[src/rtl/alu_writeback.sv]
// ============================================================================
// Module   : alu_writeback
// Purpose  : ALU result tagging, writeback queue, branch resolution and
//            optional result bypass.  An issued op is tagged for one cycle
//            while the ALU computes.  Its result is then either queued for
//            the register file or resolved as a compare-branch.
// Config   : define ALU_WB_BYPASS_EN to drive the o_fwd_* bypass outputs;
//            when it is undefined those outputs are tied to zero.
// Revision : 1.0 - initial release
// ============================================================================
`default_nettype none

module alu_writeback #(
  parameter int FIFO_DEPTH = 2
) (
  input  logic        i_clk,
  input  logic        i_reset,
  input  logic        i_issue_valid,
  output logic        o_issue_ready,
  input  logic [4:0]  i_issue_rd,
  input  logic        i_issue_is_branch,
  input  logic        i_issue_br_ne,
  input  logic [31:0] i_issue_br_target,
  input  logic [31:0] i_alu_result,
  input  logic        i_alu_flag_equal,
  input  logic        i_alu_flag_notequal,
  output logic        o_wb_valid,
  output logic [4:0]  o_wb_rd,
  output logic [31:0] o_wb_data,
  input  logic        i_wb_ready,
  output logic        o_branch_taken,
  output logic [31:0] o_branch_target,
  output logic        o_fwd_valid,
  output logic [4:0]  o_fwd_rd,
  output logic [31:0] o_fwd_data
);

  localparam int PTR_W = $clog2(FIFO_DEPTH);
  localparam int CNT_W = PTR_W + 1;
  localparam logic [CNT_W:0] DEPTH_OCC = (CNT_W + 1)'(FIFO_DEPTH);

  // Tag of the op whose result the ALU presents this cycle
  logic        tag_valid;
  logic [4:0]  tag_rd;
  logic        tag_is_branch;
  logic        tag_br_ne;
  logic [31:0] tag_target;

  // Writeback queue state
  logic [PTR_W-1:0] wr_ptr;
  logic [PTR_W-1:0] rd_ptr;
  logic [CNT_W-1:0] count;
  logic [4:0]       q_rd   [FIFO_DEPTH];
  logic [31:0]      q_data [FIFO_DEPTH];

  logic           issue_fire;
  logic           enq;
  logic           deq;
  logic [CNT_W:0] occupancy;

  // The tag in flight reserves a queue slot, so a full queue can never be
  // overrun.  A dequeue this cycle is deliberately not credited here, which
  // keeps the ready path free of i_wb_ready.
  assign occupancy     = {1'b0, count} + {{CNT_W{1'b0}}, tag_valid};
  assign o_issue_ready = (occupancy < DEPTH_OCC);
  assign issue_fire    = i_issue_valid && o_issue_ready;

  // Writes to x0 are dropped at the tag stage and never occupy the queue
  assign enq = tag_valid && !tag_is_branch && (tag_rd != 5'd0);
  assign deq = o_wb_valid && i_wb_ready;

  assign o_wb_valid = (count != '0);
  assign o_wb_rd    = q_rd[rd_ptr];
  assign o_wb_data  = q_data[rd_ptr];

  // Capture the issued op's bookkeeping; the tag lives for exactly one cycle
  always_ff @(posedge i_clk or posedge i_reset) begin
    if (i_reset) begin
      tag_valid     <= 1'b0;
      tag_rd        <= 5'd0;
      tag_is_branch <= 1'b0;
      tag_br_ne     <= 1'b0;
      tag_target    <= 32'd0;
    end else begin
      tag_valid <= issue_fire;
      if (issue_fire) begin
        tag_rd        <= i_issue_rd;
        tag_is_branch <= i_issue_is_branch;
        tag_br_ne     <= i_issue_br_ne;
        tag_target    <= i_issue_br_target;
      end
    end
  end

  // Queue pointers and occupancy; power-of-two depth wraps pointers naturally
  always_ff @(posedge i_clk or posedge i_reset) begin
    if (i_reset) begin
      wr_ptr <= '0;
      rd_ptr <= '0;
      count  <= '0;
    end else begin
      if (enq) wr_ptr <= wr_ptr + 1'b1;
      if (deq) rd_ptr <= rd_ptr + 1'b1;
      case ({enq, deq})
        2'b10:   count <= count + 1'b1;
        2'b01:   count <= count - 1'b1;
        default: count <= count;
      endcase
    end
  end

  // Queue storage carries no reset; validity is tracked by count alone
  always_ff @(posedge i_clk) begin
    if (enq) begin
      q_rd[wr_ptr]   <= tag_rd;
      q_data[wr_ptr] <= i_alu_result;
    end
  end

  // Resolve compare-branches into a one-cycle pulse; the target holds between
  always_ff @(posedge i_clk or posedge i_reset) begin
    if (i_reset) begin
      o_branch_taken  <= 1'b0;
      o_branch_target <= 32'd0;
    end else begin
      o_branch_taken <= tag_valid && tag_is_branch &&
                        (tag_br_ne ? i_alu_flag_notequal : i_alu_flag_equal);
      if (tag_valid && tag_is_branch) begin
        o_branch_target <= tag_target;
      end
    end
  end

`ifdef ALU_WB_BYPASS_EN
  // Expose the result being computed so a dependent op need not wait for it
  assign o_fwd_valid = enq;
  assign o_fwd_rd    = tag_rd;
  assign o_fwd_data  = i_alu_result;
`else
  assign o_fwd_valid = 1'b0;
  assign o_fwd_rd    = 5'd0;
  assign o_fwd_data  = 32'd0;
`endif

endmodule

`default_nettype wire

[config.mk]
export PLATFORM = sky130hd
export DESIGN_NAME = alu_writeback
export DESIGN_NICKNAME = d
export VERILOG_FILES = /design/src/rtl/alu_writeback.sv
export SDC_FILE = /design/constraint.sdc
export NUM_CORES = 1
export LEC_CHECK = 0
export BUFFER_PORTS_ARGS = -buffer_cell sky130_fd_sc_hd__buf_2
export CAP_MARGIN = 10
export CELL_PAD_IN_SITES_DETAIL_PLACEMENT = 1
export CELL_PAD_IN_SITES_GLOBAL_PLACEMENT = 1
export CORE_MARGIN = 5
export CORE_UTILIZATION = 41
export CTS_BUF_LIST = sky130_fd_sc_hd__clkbuf_8 sky130_fd_sc_hd__clkbuf_16
export DETAILED_ROUTE_END_ITERATION = 8
export HOLD_SLACK_MARGIN = 0.06
export PLACE_DENSITY = 0.8
export SYNTH_ARGS = -nofsm -noshare
export SYNTH_HDL_FRONTEND = slang
export SYNTH_SLANG_ARGS = --single-unit
[constraint.sdc]
create_clock -name i_clk -period 3.48 [get_ports i_clk]
set_input_delay 0.696 -clock i_clk [delete_from_list [all_inputs] [get_ports i_clk]]
set_output_delay 0.696 -clock i_clk [all_outputs]
set_load 0.005 [all_outputs]
==> results.json, run 1 <==
{
  "gp_congestion": 0.730,
  "holdCritPathClass": "in -> async",
  "wire_per_inst_um": 18.1,
  "synthCells": 331,
  "dr.pass1.iters": 6,
  "synth_seq_area_share_pct": 70.7,
  "antenna_found_initial": 0,
  "pre_cts_ws_ps": 1340,
  "finalSetupTns_ps": 0,
  "setup-violations-final": 0,
  "dp_hpwl_um": 8570,
  "grt_pass1_wl_um": 18600,
  "cts_made_buffers": 17,
  "grt_max_degree": 44,
  "clk_pin_slew_ps": 60,
  "worst-path-buf-inv": 2,
  "status": "finished, final reports clean",
  "holdBufCountCts": 0,
  "rsz0062_at_grt": "no",
  "h-tree-depth": 4,
  "cts_tree": "built",
  "fp.dieW_um": 130,
  "nets": 567,
  "worstMarginPinSlew_ps": 1060,
  "worst_slack_ps": 916,
  "synth_area_um2": 5860,
  "ioPinCount": 187,
  "io_buffers": 148,
  "required_ps": 2780,
  "avgSynthCellArea_um2": 17.7,
  "antenna_left": 0,
  "vias": 3167,
  "drt_wl_total_um": 12400,
  "initial_utilization_pct": 42.1,
  "grt_pass1_vias": 3530,
  "power_uw": 6330,
  "clkLatencyLatePin_ps": 420,
  "crit_arrival_ps": 1870,
  "crit_path_max_incr_delay_ps": 440,
  "finalCritPeriodShare_pct": 73.7,
  "fp.dieArea_um2": 16800,
  "grt_usage_pct": 14.8,
  "critical_path_peak_fanout": 34,
  "worstSetupEndpointType": "output pin",
  "drcViolationCount": 0,
  "skew_ps": 9.98,
  "cts_sinks": 151,
  "slew_headroom_pct": 29.0,
  "drv_slew": 0,
  "cpMaxStageDelayCell": "dfrtp_1",
  "clockBufferDepth": 2,
  "path_class": "reg -> out",
  "post_cts_buffers": 0,
  "ctsResizeCount": 0,
  "synth_cell_types": 19,
  "layout_min_cycle_time_ps": 2560,
  "via_per_inst": 4.64,
  "peakVddDrop_mv": 0.429,
  "crit_chain": "buf_4, mux2_2, buf_2",
  "p_leak_uw": 0.00313,
  "synth_seq_cells": 151,
  "final_layout_size_suffix_gt1_share_pct": 59.6,
  "power.density_nw_per_um2": 868,
  "ys_warn_count": 0,
  "max-cap-violations": 0,
  "overflow": 0,
  "core-area_um2": 13900,
  "rows": 43,
  "crit_path_start_kind": "flip-flop",
  "fmax_mhz": 390,
  "hold_viol": 0,
  "cts_root_buf": "clkbuf_16",
  "syn_to_final_growth_pct": 24.4,
  "die_h_um": 130,
  "cp_top_family": "buffers and inverters",
  "drtIter0Drc": 108
}
[stage by stage]
stage	util, %	cells	cell area, um^2	hold slack, ps
6_report	52.3	683	7290	412
5_1_grt	52.3	682	7290	444
4_1_cts	52.3	682	7290	427
3_5_place_dp	47.9	650	6680	489
3_3_place_gp	47.9	650	6680	477
2_1_floorplan	-	368	6000	459
[per-layer routing]
metal / track usage, % / wire length (um) / up-vias
met2: 25.1 / 6310 / 131
met3: 7.13 / 1330 / 14
met1: 16.4 / 4610 / 1584
met5: 0 / 0 / -
li1: - / - / 1438
met4: 4.95 / 126 / 0
[where the power goes]
group          total (uW)  internal (uW)  switching [uW]
Sequential           2790           2500             289
Clock                1850           1120             734
Combinational        1690            949             742
[final cells by class]
class                      instances  area [um^2]
clock buffer                      21          503
inverter                           3         11.3
clock inverter                    11          108
multi-input combinational        165         1520
antenna                            1         2.50
timing repair buffer             151          776
fill                            1380         6640
sequential                       151         4150
tap                              180          225
[layout by cell type (no fill, tap or decap), types with 2 or more instances in the layout]
cell,Yosys,layout
clkbuf_8,0,2
buf_2,11,148
clkbuf_16,0,19
clkinv_4,0,2
xor2_1,2,2
nor2_1,4,2
inv_6,0,3
mux2_2,108,108
xnor2_1,3,3
dfrtp_1,77,77
clkinvlp_4,0,3
conb_1,1,38
nor2_4,0,2
buf_4,38,2
edfxtp_1,74,74
inv_1,3,2
[registers in the layout, indices dropped and copies added (netlist names), 2 cells and up]
register / flops
q_data: 64
o_branch_target: 32
tag_target: 32
q_rd: 10
tag_rd: 5
count: 2
[logic make-up after synthesis]
| group | after synthesis | synth area share (%) |
|---|---|---|
| AOI/OAI and AO/OA | 2 | 0.427 |
| DFF | 151 | 70.7 |
| muxes | 109 | 20.9 |
| and+or+nand+nor | 10 | 0.896 |
| xor gates and xnor gates | 5 | 0.747 |
| adders and majority gates | 1 | 0.213 |
| other | 1 | 0.0639 |
| buffers and inverters | 52 | 6.00 |
[path summary, 6_finish.rpt]
kind | start | cells after the start | slack, ps | endpoint
max in group asynchronous | i_reset | 3 | 2380 | o_branch_target[4]
max reg2reg | tag_valid | 3 | 1480 | q_data[0][2]
max | rd_ptr | 3 | 920 | o_wb_rd[1]
min in group i_clk | i_alu_result[3] | 1 | 470 | q_data[0][3]
min | i_reset | 2 | 410 | tag_target[16]
min reg2reg | tag_target[23] | 1 | 500 | o_branch_target[23]
[cell usage after synthesis]
cell type / number / area, um^2
or2_2: 1 / 6.26
conb_1: 1 / 3.75
xor2_1: 2 / 17.5
or4_4: 1 / 11.3
nand2_1: 2 / 7.51
mux2_2: 108 / 1220
buf_2: 11 / 55.1
a21oi_2: 1 / 8.76
nor2_1: 4 / 15.0
dfrtp_1: 77 / 1930
and2_1: 1 / 6.26
inv_1: 3 / 11.3
xnor2_1: 3 / 26.3
edfxtp_1: 74 / 2220
o21ai_4: 1 / 16.3
buf_4: 38 / 285
ha_1: 1 / 12.5
mux2i_1: 1 / 10.0
nor2b_1: 1 / 6.26
Note: power is estimated with default switching activity, not from simulation.
==> inputs of run 2 (changes only) <==
--- a/config.mk
+++ b/config.mk
@@ -10,11 +10,11 @@
 export CELL_PAD_IN_SITES_DETAIL_PLACEMENT = 1
 export CELL_PAD_IN_SITES_GLOBAL_PLACEMENT = 1
 export CORE_MARGIN = 5
-export CORE_UTILIZATION = 41
+export CORE_UTILIZATION = 37
 export CTS_BUF_LIST = sky130_fd_sc_hd__clkbuf_8 sky130_fd_sc_hd__clkbuf_16
 export DETAILED_ROUTE_END_ITERATION = 8
 export HOLD_SLACK_MARGIN = 0.06
-export PLACE_DENSITY = 0.8
+export PLACE_DENSITY = 0.76
 export SYNTH_ARGS = -nofsm -noshare
 export SYNTH_HDL_FRONTEND = slang
 export SYNTH_SLANG_ARGS = --single-unit
==> constraint.sdc (replaced) <==
create_clock -name i_clk -period 2.3 [get_ports i_clk]
set_input_delay 0.46 -clock i_clk [delete_from_list [all_inputs] [get_ports i_clk]]
set_output_delay 0.46 -clock i_clk [all_outputs]
set_load 0.005 [all_outputs]
==> run 2 against run 1 <==
First-iteration DRC count decreased by 16%; sequential share of layout area is 0.078 points lower; sequential cell count unchanged; critical path depth stayed put; global-route usage shrank 1.7 points; sequential power increased by 52%; register-to-register slack worse by 1100 ps; power grew 46%; wire length is 2.5% lower; final cell count grew 5.6%; combinational power grew 54%; die area is 10% higher; critical path type unchanged; largest cell class unchanged.
==> results.json, run 2 (synthesized netlist as in run 1, its figures left out) <==
{
  "status": "finished, final reports clean",
  "worstMarginPinSlew_ps": 500,
  "setup-violations-final": 0,
  "grt_max_degree": 78,
  "layout_commonest_cell": "buf_2",
  "nets": 571,
  "grt_util_met3_pct": 6.59,
  "core-area_um2": 15700,
  "rows": 46,
  "power.density_nw_per_um2": 1270,
  "dr.pass1.iters": 3,
  "initial_utilization_pct": 37.3,
  "grt_pass1_wl_um": 18500,
  "met1_usage_pct": 15.1,
  "vias": 3150,
  "final_layout_size_suffix_gt1_share_pct": 58.4,
  "pre_cts_ws_ps": 435,
  "drv_slew": 0,
  "worst-path-buf-inv": 2,
  "ioPinCount": 187,
  "drtIter0Drc": 91,
  "cts_tree": "built",
  "io_buffers": 148,
  "r2r_slack_ps": 430,
  "layout_min_cycle_time_ps": 2190,
  "peakVddDrop_mv": 0.576,
  "cts_sinks": 151,
  "startpoint": "rd_ptr",
  "syn_to_final_growth_pct": 24.6,
  "finalSetupTns_ps": 0,
  "slew_headroom_pct": 66.6,
  "clk_pin_slew_ps": 60,
  "grt_usage_pct": 13.2,
  "antenna_left": 0,
  "ctsResizeCount": 0,
  "holdCritPathClass": "in -> async",
  "max-cap-violations": 0,
  "worst_slack_ps": 112,
  "crit_path_start_kind": "flip-flop",
  "diodes": 0,
  "crit_arrival_ps": 1730,
  "met2_usage_pct": 21.4,
  "post_cts_buffers": 0,
  "fp.dieW_um": 136,
  "worstSetupEndpointType": "output pin",
  "p_leak_uw": 0.00313,
  "required_ps": 1840,
  "crit_path_max_incr_delay_ps": 550,
  "drt_wl_total_um": 12100,
  "clockBufferDepth": 2,
  "reg.largest.list": "q_data (64), o_branch_target (32), tag_target (32)",
  "finalCritPeriodShare_pct": 95.2,
  "skew_ps": 6.21,
  "rsz0062_at_grt": "no",
  "drcViolationCount": 0,
  "wire_per_inst_um": 16.7,
  "hold_viol": 0,
  "r2r-end": "count[1]",
  "largest_reg_flops": 64,
  "antenna_found_initial": 0,
  "crit_chain": "buf_12, mux2_2, buf_2",
  "cpMaxStageDelayCell": "dfrtp_1",
  "via_per_inst": 4.37,
  "r2r-start": "tag_rd[1]",
  "grt_most_used_layer": "met2",
  "die_h_um": 136,
  "grt_pass1_vias": 3494,
  "critical_path_peak_fanout": 32,
  "overflow": 0,
  "clkLatencyLatePin_ps": 410,
  "fmax_mhz": 457,
  "r2r_cells": 5,
  "holdBufCountCts": 0,
  "regMostFlops": "q_data",
  "cp_top_family": "flip-flops",
  "cts_made_buffers": 17,
  "gp_congestion": 0.708,
  "path_class": "reg -> out",
  "cts_root_buf": "clkbuf_16",
  "fp.dieArea_um2": 18500,
  "mostFrequentLayoutCells": "148 x buf_2, 108 x mux2_2, 77 x dfrtp_1",
  "h-tree-depth": 4,
  "dp_hpwl_um": 8670
}
==> run 2: worst max path at each step <==
| stage | to | depth (start not counted) | slack, ps |
|---|---|---|---|
| global route | o_wb_rd[2] | 3 | 9 |
| detailed placement | count[1] | 5 | 440 |
| finish | o_wb_data[21] | 3 | 110 |
| CTS | o_wb_data[15] | 3 | 50 |
| floorplan | q_data[0][0] | 3 | -370 |
| global placement | count[1] | 5 | 480 |
==> run 2: metrics by stage <==
stage	total power (uW)	hold slack, ps	area [um^2]	cells	util (%)
floorplan	5850	459	6010	368	-
global placement	6790	467	6790	690	43.2
detailed placement	6970	488	6790	690	43.2
CTS	9450	167	7300	721	46.5
global route	9840	191	7300	721	46.5
finish	9270	160	7300	721	46.5
==> run 2: report_power, final <==
group / switching [uW] / leakage (uW) / internal, uW
clock network: 998 / 0.000266 / 1450
registers: 445 / 0.00159 / 3780
logic: 1120 / 0.00127 / 1480
total: 2560 / 0.00313 / 6710
==> run 2: layout make-up <==
type / count / area, um^2
clock buffers: 17 / 425
flip-flops and latches: 151 / 4150
inverters: 3 / 15.0
fillers: 1591 / 8410
repair buffers: 155 / 831
well taps: 216 / 270
clock inverters: 14 / 93.8
multi-input cells: 165 / 1520
==> run 2: tightest hold or removal path, cell delays in order <==
cell and delay, ps:
buf_2 110, clkinvlp_4 70, buf_12 340
==> run 2: routing by layer <==
layer | share of wire (%) | routed length [um] | vias to the layer above
met5 | 0 | 0 | -
met4 | 1.5 | 177 | 0
met3 | 10 | 1240 | 18
met2 | 50 | 6000 | 116
met1 | 38 | 4650 | 1574
li1 | - | - | 1442
==> inputs of run 3 (changes only) <==
--- a/config.mk
+++ b/config.mk
@@ -9,12 +9,13 @@
 export CAP_MARGIN = 10
 export CELL_PAD_IN_SITES_DETAIL_PLACEMENT = 1
 export CELL_PAD_IN_SITES_GLOBAL_PLACEMENT = 1
+export CORE_ASPECT_RATIO = 1.5
 export CORE_MARGIN = 5
-export CORE_UTILIZATION = 37
+export CORE_UTILIZATION = 45
 export CTS_BUF_LIST = sky130_fd_sc_hd__clkbuf_8 sky130_fd_sc_hd__clkbuf_16
 export DETAILED_ROUTE_END_ITERATION = 8
 export HOLD_SLACK_MARGIN = 0.06
-export PLACE_DENSITY = 0.76
+export PLACE_DENSITY_LB_ADDON = 0.08
 export SYNTH_ARGS = -nofsm -noshare
 export SYNTH_HDL_FRONTEND = slang
 export SYNTH_SLANG_ARGS = --single-unit
==> constraint.sdc (replaced) <==
create_clock -name i_clk -period 2.77 [get_ports i_clk]
set_input_delay 0.554 -clock i_clk [delete_from_list [all_inputs] [get_ports i_clk]]
set_output_delay 0.554 -clock i_clk [all_outputs]
set_load 0.005 [all_outputs]
==> run 3 against run 2 <==
Combinational power down 20%; critical path type unchanged; clock power down 12%; global-route usage up 2.8 points; clock-buffer cell count up 2; critical path depth unchanged; final cell count down 7.5%; hold slack better by 72 ps; critical endpoint is now o_wb_data[0]; wire length down 2.0%; non-clock buffer count up 1; sequential cell count unchanged.
==> results.json, run 3 (synthesized netlist as in run 1, its figures left out) <==
{
  "cts_made_buffers": 17,
  "required_ps": 2220,
  "rows": 51,
  "peakVddDrop_mv": 0.493,
  "clk_pin_slew_ps": 60,
  "crit_path_max_incr_delay_ps": 650,
  "hold_viol": 0,
  "antenna_found_initial": 2,
  "h-tree-depth": 4,
  "worst-path-buf-inv": 2,
  "final_layout_size_suffix_gt1_share_pct": 59.6,
  "power.density_nw_per_um2": 1070,
  "largest_reg_flops": 64,
  "crit_arrival_ps": 1840,
  "critical_path_peak_fanout": 20,
  "placed_area_um2": 6700,
  "overflow": 0,
  "layout_min_cycle_time_ps": 2400,
  "wire_per_inst_um": 17.7,
  "worstSetupEndpointType": "output pin",
  "slew_headroom_pct": 53.0,
  "layout_commonest_cell": "buf_2",
  "antenna_left": 0,
  "initial_utilization_pct": 45.5,
  "grt_pass1_wl_um": 18300,
  "cts_sinks": 151,
  "clockBufferDepth": 2,
  "io_buffers": 148,
  "final_area_um2": 7260,
  "cts_tree": "built",
  "finalCritPeriodShare_pct": 86.5,
  "worstMarginPinSlew_ps": 704,
  "max-cap-violations": 0,
  "p_leak_uw": 0.00315,
  "grt_pass1_vias": 3569,
  "ioPinCount": 187,
  "die_h_um": 150,
  "finalSetupTns_ps": 0,
  "finalNonFillerCells": 667,
  "holdBufCountCts": 0,
  "core-area_um2": 12900,
  "worst_slack_ps": 375,
  "post_cts_buffers": 0,
  "status": "finished, final reports clean",
  "vias": 3161,
  "mostFrequentLayoutCells": "148 x buf_2, 108 x mux2_2, 76 x dfrtp_1",
  "fp.dieW_um": 103,
  "reg.largest.list": "q_data (64), o_branch_target (32), tag_target (32)",
  "skew_ps": 10.4,
  "drt_wl_total_um": 11800,
  "via_per_inst": 4.74,
  "drtIter0Drc": 58,
  "cp_top_family": "flip-flops",
  "gp_congestion": 0.694,
  "power_uw": 7790,
  "setup-violations-final": 0,
  "dp_hpwl_um": 8310,
  "grt_max_degree": 40,
  "grt_usage_pct": 15.9,
  "cts_root_buf": "clkbuf_16",
  "nets": 572,
  "fmax_mhz": 418,
  "drcViolationCount": 0,
  "dr.pass1.iters": 4,
  "crit_chain": "buf_4, mux2_2, buf_2",
  "pre_cts_ws_ps": 773,
  "drv_slew": 0,
  "fp.dieArea_um2": 15500,
  "cpMaxStageDelayCell": "dfrtp_2",
  "regMostFlops": "q_data",
  "path_class": "reg -> out",
  "crit_path_start_kind": "flip-flop",
  "rsz0062_at_grt": "no",
  "ctsResizeCount": 0,
  "holdCritPathClass": "in -> async",
  "placed_cells": 634,
  "syn_to_final_growth_pct": 23.9,
  "clkLatencyLatePin_ps": 410
}
==> run 3: changes by cell type in the layout (fill, tap and decap cells not counted), sizes merged <==
cell	previous run	this run
inv	5	9
clkbuf	17	19
diode	0	1
buf	155	156
clkinv	10	5
==> run 3: metrics by stage <==
| step | hold slack, ps | utilization (%) |
|---|---|---|
| 2_1_floorplan | 459 | - |
| 3_3_place_gp | 472 | 51.9 |
| 3_5_place_dp | 483 | 51.9 |
| 4_1_cts | 241 | 56.3 |
| 5_1_grt | 273 | 56.3 |
| 6_report | 231 | 56.4 |
==> run 3: final timing paths <==
path                                     start                  end  slack (ps)  depth (start not counted)
max reg2reg                          tag_rd[1]             count[1]         880                          5
min in group i_clk            i_alu_result[19]        q_data[0][19]         330                          1
max in group asynchronous              i_reset               rd_ptr        1870                          3
min reg2reg                o_branch_target[27]  o_branch_target[27]         500                          1
min                                    i_reset  o_branch_target[19]         230                          2
max                                     rd_ptr         o_wb_data[0]         370                          3
==> run 3: power breakdown <==
part	total (uW)	internal (uW)	leakage, uW	switching [uW]
Combinational	2070	1210	0.00128	855
Clock	2160	1310	0.000293	858
Sequential	3560	3140	0.00158	413
==> run 3: area by class of cell <==
type,count,area (um^2)
Antenna cell,1,2.50
Clock buffer,19,464
Clock inverter,13,103
Fill cell,1266,5630
Inverter,3,12.5
Multi-Input combinational cell,165,1520
Sequential cell,151,4150
Tap cell,159,199
Timing Repair Buffer,156,813
==> run 3: worst register-to-register path: stages, from the launching register on <==
cell and delay [ps]:
dfrtp_1 400, or4_4 560, o21ai_4 250, ha_1 300
nor2_1 140, xor2_1 150
==> run 3: layer usage <==
metal / part of all wire, % / up-vias / track usage, %
li1: - / 1445 / -
met1: 34 / 1593 / 16.3
met2: 56 / 103 / 28.8
met3: 8.3 / 16 / 5.88
met4: 1.4 / 4 / 6.22
met5: 0.23 / - / 0
